`src/rtl/ps2_key_decoder.sv`:
```
// ps2_key_decoder: PS/2 set-2 scan bytes to Hack key codes, with held-key register, modifiers and an event FIFO
module ps2_key_decoder #(
  parameter int OUT_WIDTH = 16,
  parameter int DEPTH = 8,
  parameter bit REPEAT_EN = 1'b1
) (
  input  logic                 clk,
  input  logic                 reset,
  input  logic                 scan_ready,
  input  logic [7:0]           scan_code,
  output logic [OUT_WIDTH-1:0] key,
  output logic                 ev_valid,
  output logic [OUT_WIDTH-1:0] ev_data,
  input  logic                 ev_ready,
  output logic                 caps_lock,
  output logic                 shift,
  output logic                 overflow
);
  localparam int AW = $clog2(DEPTH);
  typedef enum logic [1:0] {IDLE, EXT, BRK, EXT_BRK} state_t;
  state_t state, state_nx;
  logic ready_q, acc, ext, do_make, do_brk, mapped, push, pop, full, wr;
  logic shl, shr, caps_held;
  logic [7:0] code, key_q;
  logic [8:0] scan_id, held;
  logic [7:0] mem [DEPTH];
  logic [AW-1:0] wp, rp;
  logic [AW:0] count;

  function automatic logic [7:0] map_key(input logic x, input logic [7:0] sc, input logic sh, input logic up);
    logic [7:0] c;
    c = 8'h00;
    if (x) begin
      case (sc)
        8'h6B: c = 8'd130;
        8'h75: c = 8'd131;
        8'h74: c = 8'd132;
        8'h72: c = 8'd133;
        8'h6C: c = 8'd134;
        8'h69: c = 8'd135;
        8'h7D: c = 8'd136;
        8'h7A: c = 8'd137;
        8'h70: c = 8'd138;
        8'h71: c = 8'd139;
        default: c = 8'h00;
      endcase
    end else begin
      case (sc)
        8'h1C: c = up ? "A" : "a";
        8'h32: c = up ? "B" : "b";
        8'h21: c = up ? "C" : "c";
        8'h23: c = up ? "D" : "d";
        8'h24: c = up ? "E" : "e";
        8'h2B: c = up ? "F" : "f";
        8'h34: c = up ? "G" : "g";
        8'h33: c = up ? "H" : "h";
        8'h43: c = up ? "I" : "i";
        8'h3B: c = up ? "J" : "j";
        8'h42: c = up ? "K" : "k";
        8'h4B: c = up ? "L" : "l";
        8'h3A: c = up ? "M" : "m";
        8'h31: c = up ? "N" : "n";
        8'h44: c = up ? "O" : "o";
        8'h4D: c = up ? "P" : "p";
        8'h15: c = up ? "Q" : "q";
        8'h2D: c = up ? "R" : "r";
        8'h1B: c = up ? "S" : "s";
        8'h2C: c = up ? "T" : "t";
        8'h3C: c = up ? "U" : "u";
        8'h2A: c = up ? "V" : "v";
        8'h1D: c = up ? "W" : "w";
        8'h22: c = up ? "X" : "x";
        8'h35: c = up ? "Y" : "y";
        8'h1A: c = up ? "Z" : "z";
        8'h16: c = sh ? "!" : "1";
        8'h1E: c = sh ? "@" : "2";
        8'h26: c = sh ? "#" : "3";
        8'h25: c = sh ? "$" : "4";
        8'h2E: c = sh ? "%" : "5";
        8'h36: c = sh ? "^" : "6";
        8'h3D: c = sh ? "&" : "7";
        8'h3E: c = sh ? "*" : "8";
        8'h46: c = sh ? "(" : "9";
        8'h45: c = sh ? ")" : "0";
        8'h0E: c = sh ? "~" : 8'h60;
        8'h4E: c = sh ? "_" : "-";
        8'h55: c = sh ? "+" : "=";
        8'h54: c = sh ? "{" : "[";
        8'h5B: c = sh ? "}" : "]";
        8'h5D: c = sh ? "|" : 8'h5C;
        8'h4C: c = sh ? ":" : ";";
        8'h52: c = sh ? 8'h22 : 8'h27;
        8'h41: c = sh ? "<" : ",";
        8'h49: c = sh ? ">" : ".";
        8'h4A: c = sh ? "?" : "/";
        8'h29: c = 8'h20;
        8'h5A: c = 8'd128;
        8'h66: c = 8'd129;
        8'h76: c = 8'd140;
        8'h05: c = 8'd141;
        8'h06: c = 8'd142;
        8'h04: c = 8'd143;
        8'h0C: c = 8'd144;
        8'h03: c = 8'd145;
        8'h0B: c = 8'd146;
        8'h83: c = 8'd147;
        8'h0A: c = 8'd148;
        8'h01: c = 8'd149;
        8'h09: c = 8'd150;
        8'h78: c = 8'd151;
        8'h07: c = 8'd152;
        default: c = 8'h00;
      endcase
    end
    return c;
  endfunction

  assign acc = scan_ready & ~ready_q;

  always_ff @(posedge clk) begin
    ready_q <= reset ? 1'b0 : scan_ready;
    if (reset) state <= IDLE;
    else if (acc) state <= state_nx;
  end

  always_comb begin
    state_nx = state == IDLE ? (scan_code == 8'hE0 ? EXT : scan_code == 8'hF0 ? BRK : IDLE) :
               state == EXT  ? (scan_code == 8'hF0 ? EXT_BRK : IDLE) : IDLE;
  end

  // prefixes and keyboard status replies are consumed in IDLE without producing a make
  always_comb begin
    ext = state == EXT || state == EXT_BRK;
    do_brk = acc && (state == BRK || state == EXT_BRK);
    do_make = acc && (state == IDLE ? !(scan_code inside {8'hE0, 8'hF0, 8'hAA, 8'hFA, 8'hEE, 8'hE1}) :
                      state == EXT && scan_code != 8'hF0);
  end

  assign scan_id = {ext, scan_code};
  assign code = map_key(ext, scan_code, shift, shift ^ caps_lock);
  assign mapped = code != 8'h00;
  assign push = do_make && mapped && (REPEAT_EN || scan_id != held);
  assign shift = shl | shr;

  always_ff @(posedge clk) begin
    if (reset) begin
      shl <= 1'b0;
      shr <= 1'b0;
      caps_lock <= 1'b0;
      caps_held <= 1'b0;
      key_q <= 8'h00;
      held <= 9'h000;
    end else begin
      shl <= scan_id == 9'h012 && do_make ? 1'b1 : scan_id == 9'h012 && do_brk ? 1'b0 : shl;
      shr <= scan_id == 9'h059 && do_make ? 1'b1 : scan_id == 9'h059 && do_brk ? 1'b0 : shr;
      caps_lock <= scan_id == 9'h058 && do_make && !caps_held ? ~caps_lock : caps_lock;
      caps_held <= scan_id == 9'h058 && do_make ? 1'b1 : scan_id == 9'h058 && do_brk ? 1'b0 : caps_held;
      if (do_make && mapped) begin
        key_q <= code;
        held <= scan_id;
      end else if (do_brk && held != 9'h000 && scan_id == held) begin
        key_q <= 8'h00;
        held <= 9'h000;
      end
    end
  end

  assign pop = ev_valid && ev_ready;
  assign full = count == (AW+1)'(DEPTH);
  assign wr = push && (!full || pop);

  always_ff @(posedge clk) begin
    if (wr) mem[wp] <= code;
  end

  always_ff @(posedge clk) begin
    if (reset) begin
      wp <= '0;
      rp <= '0;
      count <= '0;
      overflow <= 1'b0;
    end else begin
      wp <= wp + AW'(wr);
      rp <= rp + AW'(pop);
      count <= count + (AW+1)'(wr) - (AW+1)'(pop);
      overflow <= overflow | (push && full && !pop);
    end
  end

  assign ev_valid = count != '0;
  assign ev_data = OUT_WIDTH'(mem[rp]);
  assign key = OUT_WIDTH'(key_q);
endmodule

```
`config.mk`:
```
export PLATFORM = sky130hd
export DESIGN_NAME = ps2_key_decoder
export DESIGN_NICKNAME = d
export VERILOG_FILES = /design/src/rtl/ps2_key_decoder.sv
export SDC_FILE = /design/constraint.sdc
export NUM_CORES = 1
export LEC_CHECK = 0
export ABC_CLOCK_PERIOD_IN_PS = 3900
export CAP_MARGIN = 20
export CORE_MARGIN = 4
export CORE_UTILIZATION = 54
export CTS_BUF_LIST = sky130_fd_sc_hd__clkbuf_16
export CTS_CLUSTER_DIAMETER = 30
export DETAILED_ROUTE_END_ITERATION = 8
export HOLD_SLACK_MARGIN = 0.06
export PLACE_DENSITY = 0.78
export SYNTH_ARGS = -nofsm -noshare
export SYNTH_HDL_FRONTEND = slang
export SYNTH_SLANG_ARGS = --single-unit
```
`constraint.sdc`:
```
create_clock -name clk -period 3.9 [get_ports clk]
set_input_delay 0.78 -clock clk [delete_from_list [all_inputs] [get_ports clk]]
set_output_delay 0.78 -clock clk [all_outputs]
set_load 0.02 [all_outputs]
```
==> results of run 1 <==
[power groups by stage]
stage	Sequential (mW)	Clock [mW]	Combinational, mW
CTS	1.19	0.893	0.924
detailed placement	1.21	0	0.909
global placement	1.21	0	0.861
global route	1.19	0.940	1.01
floorplan	1.19	0	0.600
finish	1.19	0.874	0.935
[layout by cell type, fill, tap and decap left out, types with 11 or more instances in the layout]
cell             instances
a21oi_1                 22
buf_12                  11
buf_4                  145
clkdlybuf4s50_1         27
conb_1                  16
dfxtp_1                 35
edfxtp_1                64
inv_1                   14
mux2i_1                 17
mux4_2                  16
nand2_1                 65
nand3_1                 13
nor2_1                  33
nor2b_1                 17
o21ai_0                 21
xnor2_1                 15
[routing by layer]
layer,track usage,vias to the layer above,wire [um]
met5,0,-,0
met4,0.1487,0,1059
met3,0.05211,66,1134
met2,0.5112,251,9487
met1,0.3575,2660,7392
li1,-,2512,-
[stage by stage]
| step | utilization | hold WS, ns | total power, mW | setup slack, ns | cell area, sq um |
|---|---|---|---|---|---|
| final | 0.7385 | 0.4611 | 2.999 | 0.1016 | 8147 |
| after global routing | 0.7385 | 0.4877 | 3.147 | 0.001734 | 8147 |
| after CTS | 0.7227 | 0.4646 | 3.005 | 0.002303 | 7971 |
| after detailed placement | 0.6909 | 0.4518 | 2.120 | -0.7317 | 7621 |
| after global placement | 0.6909 | 0.4414 | 2.070 | -0.7921 | 7621 |
| after floorplan | - | 0.4381 | 1.793 | 0.1398 | 6237 |
[worst paths after layout]
path | cells after the start | slack, ns | startpoint | end
worst min register to register | 2 | 0.46 | key_q[2] | key_q[2]
worst max-delay path | 14 | 0.10 | scan_code[3] | count[1]
worst min-delay path | 2 | 0.46 | key_q[2] | key_q[2]
worst max register to register | 14 | 0.87 | shr | count[3]
[critical path: cells and delay by family]
| kind | cells | cell delay [ns] |
|---|---|---|
| and+or+nand+nor | 4 | 0.71 |
| adders and majority gates | 2 | 0.63 |
| buffers and inverters | 3 | 0.85 |
| AOI/OAI and AO/OA | 5 | 1.06 |
[sequential cells by signal, summed over array words and instances (netlist names)]
signal     count
caps_held      1
key_q          8
state          2
count          4
wp             3
ready_q        1
held           9
caps_lock      1
rp             3
shl            1
shr            1
overflow       1
mem           64
[kinds of logic (layout without fill, tap and decap cells)]
logic type      Yosys count  count (layout)
simple gates            225             225
buf+inv                  80             220
mux                      41              41
flops                    99              99
compound gates          118             118
xor+xnor                 25              25
other cells               1              16
fa+ha+maj                11              11
[cell type report]
class,instances,area share
timing repair buffer,191,0.2041
tap,140,0.02150
clock inverter,7,0.008447
inverter,13,0.005990
clock buffer,9,0.02765
multi-input combinational,436,0.4104
sequential,99,0.3219
[cells in the mapped netlist, drive strengths merged (5+ instances only)]
library cell   n  share of area
nand2b         5         0.0051
buf           49          0.052
and4b          5         0.0087
a21oi         24          0.019
a22oi          7         0.0085
a31oi         12          0.012
dfxtp         35           0.11
nor3b          8         0.0097
ha            10          0.020
nor2          34          0.021
nor2b         19          0.019
xnor2         15          0.021
nand4          9         0.0091
inv           12         0.0073
and2           5         0.0051
xor2          10          0.014
nand2         68          0.041
o22ai          6         0.0061
edfxtp        64           0.31
nor4bb         6         0.0097
nor4           6         0.0071
nor4b          8          0.015
nand3         15          0.013
mux2           8          0.015
nor3          11         0.0097
mux2i         17          0.028
mux4          16          0.058
o21ai         28          0.023
clkbuf        18          0.011
[timing repair]
item | in CTS | in global routing
hold buffers | 0 | 0
pin swaps | 1 | 11
gates cloned | 0 | 0
setup endpoints to repair | 5 | 5
resized for setup | 17 | 29
buffers inserted | 0 | 7
==> run summary, run 1 <==
Outcome: completed
Crit end category: register
Initial Utilization: 0.5603
Kind of critical path: in -> reg
PD cells: 368.1 mW/mm^2
CP Launch Type: primary input
Synth Area in Simple Gates: 0.2107
Synth warn: 0
CTS Buf Count: 9
Slew Limit Fails: 0
CP Cell Sequence: clkdlybuf4s50_1 > buf_4 > nor2b_2 > o21ai_0 > a31oi_4 > buf_4 > nor4b_4 > a41oi_4 > o31ai_4 > a21boi_4 > and2_4 > ha_2 > fa_1 > nor2b_1
Post-Syn Instances: 600
Row cnt: 38
DIE AREA: 0.01322 sq mm
Layout fillers: 773
VDD IR-drop max: 0.0006088 V
ANT nets after route: 0
Placed cells: 872
Required @ worst endpoint: 4.13 ns
CP Max Fanout: 6
Vias: 5,489
Layout cells sized above 1: 0.3232
Post-synth EDFFs: 64
Placer Congestion: 1.037
Synthesized area per cell: 10.30 sq um
Worst-Margin Slew: 0.8195 ns
Pint: 2.114 mW
DRC violation count after routing: 0
Crit-path most repeated cell: buf_4
CTS tree: yes
Total track usage: 0.2969
Distinct cells, synth: 87
Fmax: 263.3 MHz
Deepest clock path buffer count: 2
Root Driver: clkbuf_16
Seq/Total Area, Yosys: 0.4243
Class of the worst hold path: reg -> reg
DRT Pass-1 Iters: 6
Max cap viols: 0
Post-synthesis mux area share: 0.1004
Xor-xnor portion of the synthesized cell area: 0.03543
Post-route clock period utilization: 0.9739
Logic pwr share: 0.312
Total gr overflow: 0
RSZ-0062 raised after global routing: no
Final hold violations: 0
Sequential Power Share: 0.397
CP Data Arrival Time: 4.03 ns
Num ports: 48
Switching pwr: 885.0 uW
Setup Viol. Count Final: 0
Sw frac: 0.2951
Initial DRC count: 584
Synth Area in Adders: 0.02348
FF+latch count, synth: 99
Antenna cell count: 0
DP Wirelength: 14,660 um
Height of the die: 115.0 um
Top_reg_cell synth: edfxtp_1
Area occupied by multi-input gates: 0.003343 sq mm
Drt wl/cell: 21.31 um
Worst path max stage delay: 0.54 ns
Largest net degree at the start of global routing: 20
Number of buffers added on ports: 31
CTS clk-pin slew, worst paths: 0.06 ns
Largest family of logic cells by synthesized area: simple AND/OR/NAND/NOR gates
Sink Count: 99
Crit-path slowest cell: clkdlybuf4s50_1
Area growth syn-to-layout: 31.80%
Finished Layout Cells: 895
Rel. slew slack: 0.4529
Setup TNS: 0 ns
Clock skew: 0.006319 ns
Reg area: 0.002623 sq mm
Skew-Pair Late Insertion Delay: 0.34 ns
Post-Syn Area: 0.006181 sq mm
Core area: 0.01103 sq mm
Min Tclk post-route: 3.798 ns
Compound-Gate Fraction of Synth Area: 0.1344
Fin nets: 773
Vias in the first global route: 5,535
Detailed Route WL: 19,070 um
First-pass GRT wire length: 30,260 um
Synth async-reset ratio: 0
Static Leak: 3.107 nW
Clock Power Share: 0.292
H-tree depth: 3
Antenna violations before repair: 0
Die width: 115.0 um
Drt via density: 6.133
Power figures use the tool's default switching activity.
==> run 2, diff against run 1 <==
- REMOVE_ABC_BUFFERS: default -> 1
==> run 2 against run 1 <==
  * Register-to-register slack worse by 0.08 ns
  * Combinational power down 0.7%
  * Power decreased by 1.1%
  * Critical path depth grew 2
  * Sequential share of layout area increased by 0.38 points
  * Clock skew increased by 0.0030 ns
  * Highest routed layer unchanged
==> run summary, run 2 (synthesis gave the netlist of run 1 again) <==
Fmax: 265.1 MHz
DIE AREA: 0.01322 sq mm
DRC violation count after routing: 0
Top flop regs: mem: 64 flops, held: 9 flops, key_q: 8 flops
Outcome: completed
Reg2reg end: count[2]
Dpl cell area: 0.007661 sq mm
Max cap viols: 0
Detailed Route WL: 19,970 um
DRT Pass-1 Iters: 5
Cts hold-fix bufs: 0
VDD IR-drop max: 0.0005629 V
Clock skew: 0.009353 ns
Antenna cell count: 0
CTS tree: yes
Final Cell Area: 0.008053 sq mm
Fin nets: 766
Slew Limit Fails: 0
Largest net degree at the start of global routing: 20
RSZ-0062 raised after global routing: no
R2R setup slack: 0.79 ns
Min Tclk post-route: 3.772 ns
Setup Viol. Count Final: 0
Total gr overflow: 0
Skew-Pair Late Insertion Delay: 0.34 ns
Antenna violations before repair: 0
Setup TNS: 0 ns
Initial DRC count: 717
Finished Core Util: 0.7300
Kind of critical path: in -> reg
Placed cells: 869
Die width: 115.0 um
Number of buffers added on ports: 31
H-tree depth: 3
CP Data Arrival Time: 4.00 ns
Hold WS: 0.4657 ns
Setup WS pre-CTS: -0.4404 ns
Largest register by flop count: mem
PD cells: 368.2 mW/mm^2
Area growth syn-to-layout: 30.28%
Finished Layout Cells: 888
Deepest clock path buffer count: 2
Row cnt: 38
Vias in the first global route: 5,494
ANT nets after route: 0
Most frequent cells in the layout: 137 x buf_4, 68 x nand2_1, 64 x edfxtp_1
Rel. slew slack: 0.4928
Root Driver: clkbuf_16
Final hold violations: 0
Hold wc startpoint: key_q[7]
Hold Path Depth: 2
Vias: 5,567
Initial Utilization: 0.5603
Crit end category: register
R2R Path Start: shr
Post-route clock period utilization: 0.9671
Crit-path slowest cell: clkdlybuf4s50_1
Required @ worst endpoint: 4.13 ns
Layout fillers: 774
Tot Pwr: 2.965 mW
CTS clk-pin slew, worst paths: 0.07 ns
CP Max Fanout: 12
CP Cell Sequence: clkdlybuf4s50_1 > buf_4 > nor2b_1 > buf_4 > a31oi_1 > o32ai_1 > buf_4 > nor3_4 > nand3_2 > o31ai_4 > a21boi_4 > and2_4 > ha_2 > fa_2 > xnor2_1 > nor2_1
Worst-Margin Slew: 0.7598 ns
Core area: 0.01103 sq mm
First-pass GRT wire length: 30,390 um
Hold EP: key_q[7]
Crit-path most repeated cell: buf_4
Num ports: 48
Height of the die: 115.0 um
R2R depth: 13
Class of the worst hold path: reg -> reg
Static Leak: 3.053 nW
Sink Count: 99
Drt wl/cell: 22.49 um
Final WS setup: 0.1283 ns
Drt via density: 6.269
Worst path max stage delay: 0.45 ns
Layout cells sized above 1: 0.3075
Placer Congestion: 1.008
DP Wirelength: 14,620 um
Most common cell after layout, fill and taps aside: buf_4
Max FFs per register: 64
CP Launch Type: primary input
CTS Buf Count: 9
Total track usage: 0.3005
[run 2: cell types whose count changed in the layout (fill, tap and decap cells not counted), sizes merged]
cell,change
clkdlybuf4s50,+3
dlygate4sd2,-3
bufinv,-1
inv,-1
clkinvlp,+2
buf,-7
[run 2: area by class of cell]
class | count | area (sq um) | share of cell area
Multi-Input combinational cell | 436 | 3262 | 0.4051
Clock inverter | 7 | 57.56 | 0.007147
Clock buffer | 9 | 225.2 | 0.02797
Sequential cell | 99 | 2623 | 0.3257
Inverter | 13 | 48.80 | 0.006060
Timing Repair Buffer | 184 | 1662 | 0.2063
Tap cell | 140 | 175.2 | 0.02175
[run 2: what timing repair did]
| action | CTS | global route |
|---|---|---|
| gates cloned | 0 | 0 |
| pin swaps | 3 | 5 |
| setup endpoints to repair | 2 | 33 |
| buffers inserted | 1 | 2 |
| resized for setup | 3 | 18 |
| endpoints found under the hold margin | 0 | 0 |
[run 2: per-layer routing]
layer	track usage	part of all wire	routed length, um	up-vias
li1	-	-	-	2500
met1	0.3619	0.38	7675	2656
met2	0.5309	0.50	9897	328
met3	0.04263	0.068	1354	83
met4	0.1377	0.052	1045	0
met5	0	0	0	-
[run 2: how the worst max path moves through the flow]
stage                 startpoint  endpoint
finish              scan_code[0]  count[2]
global route        scan_code[0]  count[1]
CTS                 scan_code[0]  count[2]
detailed placement  scan_code[4]  count[2]
global placement    scan_code[4]  count[2]
floorplan           scan_code[5]  count[1]
[run 2: critical path, delay by kind of cell]
family	cells	cell delay (ns)
xor+xnor	1	0.19
compound gates	4	0.69
fa+ha+maj	2	0.51
simple gates	5	0.86
buf+inv	4	0.97
[run 2: power breakdown]
group | internal (mW) | leakage [nW] | switching, mW
Sequential | 1.15 | 0.880 | 0.0343
Clock | 0.442 | 0.134 | 0.408
Combinational | 0.462 | 2.04 | 0.466
